===== src/rtl/blocking_channel_fifo.sv =====
// Blocking sync/notify channel: DEPTH-entry FIFO with registered head word,
// occupancy count and high-water mark.
module blocking_channel_fifo #(
  parameter int unsigned DATA_W = 32,
  parameter int unsigned DEPTH  = 4,
  localparam int unsigned CNT_W = $clog2(DEPTH) + 1
) (
  input  logic              clk,
  input  logic              rst,
  input  logic [DATA_W-1:0] wr_data,
  input  logic              wr_notify,
  output logic              wr_sync,
  output logic [DATA_W-1:0] rd_data,
  input  logic              rd_notify,
  output logic              rd_sync,
  output logic [CNT_W-1:0]  count,
  output logic [CNT_W-1:0]  hwm
);

  localparam int unsigned PTR_W = $clog2(DEPTH);

  logic [DATA_W-1:0] mem [DEPTH];
  logic [PTR_W-1:0]  wr_ptr_q, wr_ptr_d;
  logic [PTR_W-1:0]  rd_ptr_q, rd_ptr_d;
  logic [CNT_W-1:0]  count_q, count_d;
  logic [CNT_W-1:0]  hwm_q, hwm_d;
  logic [DATA_W-1:0] rd_data_q, rd_data_d;
  logic              wr_fire, rd_fire;

  // Handshakes come from registered occupancy only.
  assign wr_sync = (count_q != CNT_W'(DEPTH));
  assign rd_sync = (count_q != '0);
  assign wr_fire = wr_notify && wr_sync;
  assign rd_fire = rd_notify && rd_sync;

  always_comb begin
    wr_ptr_d = wr_fire ? wr_ptr_q + PTR_W'(1) : wr_ptr_q;
    rd_ptr_d = rd_fire ? rd_ptr_q + PTR_W'(1) : rd_ptr_q;

    count_d = count_q;
    case ({wr_fire, rd_fire})
      2'b10:   count_d = count_q + CNT_W'(1);
      2'b01:   count_d = count_q - CNT_W'(1);
      default: count_d = count_q;
    endcase

    hwm_d = (count_d > hwm_q) ? count_d : hwm_q;

    // The incoming word becomes the head when it lands where the read pointer ends up.
    if (wr_fire && (wr_ptr_q == rd_ptr_d)) begin
      rd_data_d = wr_data;
    end else begin
      rd_data_d = mem[rd_ptr_d];
    end
  end

  always_ff @(posedge clk) begin
    if (rst) begin
      wr_ptr_q  <= '0;
      rd_ptr_q  <= '0;
      count_q   <= '0;
      hwm_q     <= '0;
      rd_data_q <= '0;
    end else begin
      wr_ptr_q  <= wr_ptr_d;
      rd_ptr_q  <= rd_ptr_d;
      count_q   <= count_d;
      hwm_q     <= hwm_d;
      rd_data_q <= rd_data_d;
    end
  end

  always_ff @(posedge clk) begin
    if (!rst && wr_fire) begin
      mem[wr_ptr_q] <= wr_data;
    end
  end

  assign rd_data = rd_data_q;
  assign count   = count_q;
  assign hwm     = hwm_q;

endmodule


===== config.mk =====
export PLATFORM = sky130hd
export DESIGN_NAME = blocking_channel_fifo
export DESIGN_NICKNAME = d
export VERILOG_FILES = /design/src/rtl/blocking_channel_fifo.sv
export SDC_FILE = /design/constraint.sdc
export NUM_CORES = 1
export LEC_CHECK = 0
export CAP_MARGIN = 20
export CORE_MARGIN = 3
export CORE_UTILIZATION = 30
export DETAILED_ROUTE_END_ITERATION = 10
export GPL_TIMING_DRIVEN = 0
export PLACE_DENSITY = 0.57
export SLEW_MARGIN = 5
export SYNTH_ARGS = -nofsm -noshare
export SYNTH_HDL_FRONTEND = slang
export SYNTH_SLANG_ARGS = --single-unit

===== constraint.sdc =====
create_clock -name clk -period 4.4 [get_ports clk]
set_clock_uncertainty 0.05 [all_clocks]
set_input_delay 0.44 -clock clk [delete_from_list [all_inputs] [get_ports clk]]
set_output_delay 0.44 -clock clk [all_outputs]
set_load 0.01 [all_outputs]

### Word level (Yosys, flattened, before mapping)

Memories as Yosys holds them, arrays and structs flattened. A register that Yosys moved wholly into a read port is not among the register bits.
Index checks and enable logic that the tools add are counted.

* order comparisons: 1
* equality and inequality tests: 3
* mux-type cells: 4
* $add $sub $neg: 4
* reduce and logical (&&, ||, !) cells: 5

Operator list (count)
* $pmux W3 S2: 1
* $add A2 B1 Y2 const B: 2
* $add A3 B1 Y3 const B: 1
* $gt A3 B3 Y1: 1
* $logic_and A1 B1 Y1: 3
* $ne A3 B3 Y1 const B: 1
* $reduce_bool A3 Y1: 1
* $sub A3 B1 Y3 const B: 1
* $eq A2 B1 Y1 const B: 1
* $eq A2 B2 Y1 const B: 1
* $mux W1: 2
* $mux W2: 1
* $logic_not A1 Y1: 1

* input port bits: 36
* register bits: 10
* bits in writable memories: 128
* output and inout bits: 40
* memories: 1

Memory list
* mem: words 4, bits a word 32, read ports 1, clocked after Yosys merged registers in 1, write ports 1, RTL line 22 `logic [DATA_W-1:0] mem [DEPTH];`

### Logic depth before layout (Yosys ltp)

Gate-level depths: netlist of run 1.

* word-level depth: 5
* depth in mapped cells: 13
* depth with buffers taken out: 12

### Worst setup path after synthesis of run 1

No wires, ideal clock.

* kind: reg2reg
* from: register count_q[0] (netlist: count[0])
* to: register hwm_q[0] (netlist: hwm[0])
* required time: 4222 ps
* clock period less this slack: 3349 ps
* path buffers: 2
* cell stages (with the launch flop): 13
* data arrival time: 3172 ps
* setup slack: 1051 ps
* library setup time: 128 ps
* cells stage by stage: dfxtp_1 o31a_1 clkbuf_1 clkbuf_1 ha_1 fa_1 mux2_2 ha_1 nor2b_1 o21ai_0 a32oi_1 mux2i_1 nor2_1

* longest elaborated chain between the ends: 5
* elaborated cells between the ends (all ways): 10

Ends and longest elaborated chain
* start: declaration: RTL line 25 `logic [CNT_W-1:0] count_q, count_d;`
* start signal: assignment: RTL line 67 `count_q <= count_d;`
* $ne A3 B3 Y1 or $reduce_bool A3 Y1 (tied branches): RTL line 31, 32
* $logic_and A1 B1 Y1 (on tied branches): RTL line 33, 34
* $eq A2 B1 Y1 or $eq A2 B2 Y1 (tied branches): RTL line 41 `case ({wr_fire, rd_fire})`
* $pmux W3 S2 (*): RTL line 41
* net count_d[1]: RTL line 25
* $gt A3 B3 Y1 (*): RTL line 47 `hwm_d = (count_d > hwm_q) ? count_d : hwm_q;`
* end signal: assignment: RTL line 68 `hwm_q <= hwm_d;`
* end: declaration: RTL line 26 `logic [CNT_W-1:0] hwm_q, hwm_d;`

Mark *: on every way through the listed nets, which the timed path passes. The rest lies on a longest branch.
A chain may end at the register's enable or synchronous reset.

### Worst setup path in the final report of run 1

* from: register count_q[0] (netlist: count[0])
* to: register hwm_q[1] (netlist: hwm[1])

* longest elaborated chain between the ends: 5
* elaborated cells between the ends (all ways): 10

Ends and longest elaborated chain (RTL line)
* $ne A3 B3 Y1 or $reduce_bool A3 Y1 (tied branches): 31, 32
* $logic_and A1 B1 Y1 (on tied branches): 33, 34
* $eq A2 B1 Y1 or $eq A2 B2 Y1 (tied branches): 41
* $pmux W3 S2 (*): 41
* net count_d[1]: 25
* $gt A3 B3 Y1: 47

Marked as above.

==> out/qor.yml, run 1 <==
status: "complete, no violations"
die_x_um: 163.1
num_io_pins: 76
post_cts_resized: 0
vias: 4786
ant_nets: 0
num-nets-final: 668
synth_area_leaders: "edfxtp_1 52%, dfxtp_1 11%, mux2_4 6.1%, nor2b_1 5.7%, mux2i_1 4.7%"
grt_max_degree: 19
hpwl_mm: 12.09
final_hold_viol_count: 0
first_pass_iters: 4
drv_cap: 0
n_fill_cell: 2230
final_area_um2: 9255
worst_ep_required_time_ns: 4.65
core_um2: 23890
path_clk_slew_ns: 0.06
max-slew-margin-rel: 0.5831
synth_cells: 526
total_power_mw: 5.645
die_h_um: 163.1
crit_path_end_kind: "register"
diodes: 0
preCtsSetupSlack_ns: -0.2176
cts.path.max_buffers: 2
initial_core_util: 0.3101
cts_tree: "yes"
cts_sinks: 170
synth_largest_area_cell: "edfxtp_1"
async_flop_share: 0
placed_cell_area_um2: 8663
min_path_cells: 2
cts_hold_buf: 0
worstSetupPathType: "register to register"
ir_drop_v: 0.0003542
grt_pass1_vias: 5142
syn_area_per_cell_um2: 14.08
vias_per_cell: 5.012
port_buffers: 74
drc: 0
cp_max_fo: 10
cts.htree.levels: 4
fin_ws_ns: 0.3610
clockRootBuffer: "clkbuf_16"
drv_slew: 0
place_congestion: 0.7867
max_freq_mhz: 247.6
clk_latency_ns: 0.43
initialDrtViolationCount: 312
worstMarginPinSlew_ns: 0.6254
finalWirelength_mm: 18.92
mostFrequentLayoutCells: "128 x edfxtp_1, 74 x clkdlybuf4s50_1, 67 x nor2b_1, 42 x dfxtp_1"
grt_overflow: 0
synth_edf_count: 128
grt.total_usage: 0.1438
drive_above_1_share: 0.1321
grt_setup_unrepaired: "false"
p_leak_nw: 3.214
ys.flop_type: "edfxtp_1"
areaGrowthSynthToFinish_pct: 24.93
p_per_area_nw_per_um2: 609.9
antenna_found_initial: 0
layout_commonest_cell: "edfxtp_1"
post_cts_buffers: 0
synth_fp_nets: 571
synth_cell_types: 31
wl_per_cell_um: 19.81
critPathArrivalTime_ns: 4.29
synth_area_um2: 7408
die-area_um2: 26620
rows: 56
synth_top_area_frac: 0.5188
grt_pass1_wl_mm: 29.10
min_path_type: "register to register"
setup_viol: 0
ys_seq_elements: 170
ff2ff_path_depth: 12
ys_seq_area_frac: 0.6323
critPathLaunchType: "register"
layout_min_cycle_time_ns: 4.039
cts_made_buffers: 17
utilization: 0.3874
period_share: 0.9180
yosys_warnings: 0
layout make-up:
cell class,count,area (um^2),share of cell area
inverters,6,22.52,0.002433
repair buffers,78,850.8,0.09193
clock buffers,21,481.7,0.05205
well taps,319,399.1,0.04313
plain buffers,43,191.4,0.02068
flip-flops and latches,170,4684,0.5062
multi-input cells,307,2516,0.2719
clock inverters,11,108.9,0.01176
path summary, 6_finish.rpt:
kind | start | to | slack [ns]
worst min register to register | wr_ptr_q[1] | wr_ptr_q[1] | 0.48
worst max-delay path | count[0] | hwm[1] | 0.36
worst max register to register | count[0] | hwm[1] | 0.36
worst min-delay path | wr_ptr_q[1] | wr_ptr_q[1] | 0.48
per-layer routing:
layer | vias up | track usage | routed length [um] | part of all wire
met5 | - | 0 | 0 | 0
met4 | 0 | 0.03883 | 179 | 0.0095
met3 | 16 | 0.03601 | 1166 | 0.062
met2 | 150 | 0.2429 | 9359 | 0.49
met1 | 2390 | 0.1842 | 8217 | 0.43
li1 | 2230 | - | - | -
worst max-delay path, cell delays in order (launching register included):
cell	delay, ns
dfxtp_1	0.46
o31a_1	0.43
clkbuf_1	0.41
clkbuf_2	0.36
ha_1	0.26
fa_1	0.42
mux2_2	0.29
ha_1	0.29
nor2b_1	0.12
o21ai_0	0.08
a32oi_1	0.40
mux2i_1	0.27
nor2_1	0.06
where the power goes:
part	switching (mW)	internal, mW
Combinational	1.12	0.974
Clock	0.638	0.850
Sequential	0.0971	1.97
registers in the layout (all words and copies together), names as in the netlist:
signal / cells
wr_ptr_q: 2
hwm: 3
mem: 128
count: 3
rd_ptr_q: 2
rd_data: 32
synth_stat cells, types with 3 or more instances:
cell type / instances
nor4_1: 32
buf_2: 5
mux2_2: 3
nand2_1: 3
buf_6: 3
and3_1: 32
a211oi_1: 32
mux2i_1: 35
edfxtp_1: 128
and2_1: 4
clkbuf_1: 35
nor2_1: 9
dfxtp_1: 42
inv_1: 6
xor2_1: 4
a2111oi_0: 32
nor2b_1: 67
ha_1: 8
mux2_4: 30
logic make-up after synthesis:
kind of cell,after synthesis,share of synthesized area
AOI/OAI and AO/OA,70,0.07583
xor gates and xnor gates,7,0.009290
adders and majority gates,9,0.01621
buffers and inverters,49,0.02871
DFF,170,0.6323
muxes,68,0.1126
and+or+nand+nor,153,0.1250
metrics by stage:
| stage | hold slack (ns) | instances | TNS [ns] |
|---|---|---|---|
| 3_5_place_dp | 0.4689 | 923 | -0.6063 |
| 5_1_grt | 0.5215 | 955 | 0 |
| 6_report | 0.4760 | 955 | 0 |
| 3_3_place_gp | 0.4584 | 919 | -0.2401 |
| 4_1_cts | 0.4777 | 955 | 0 |
| 2_1_floorplan | 0.4419 | 526 | 0 |
No activity file was read; power rests on OpenSTA's default activity.
==> run 2: changes to the inputs <==
- ABC_CLOCK_PERIOD_IN_PS: unset -> 4400
- CTS_CLUSTER_SIZE: unset -> 24
==> results of run 2 <==
Same layout as run 1: the final DEF is identical, and so are final timing and power.
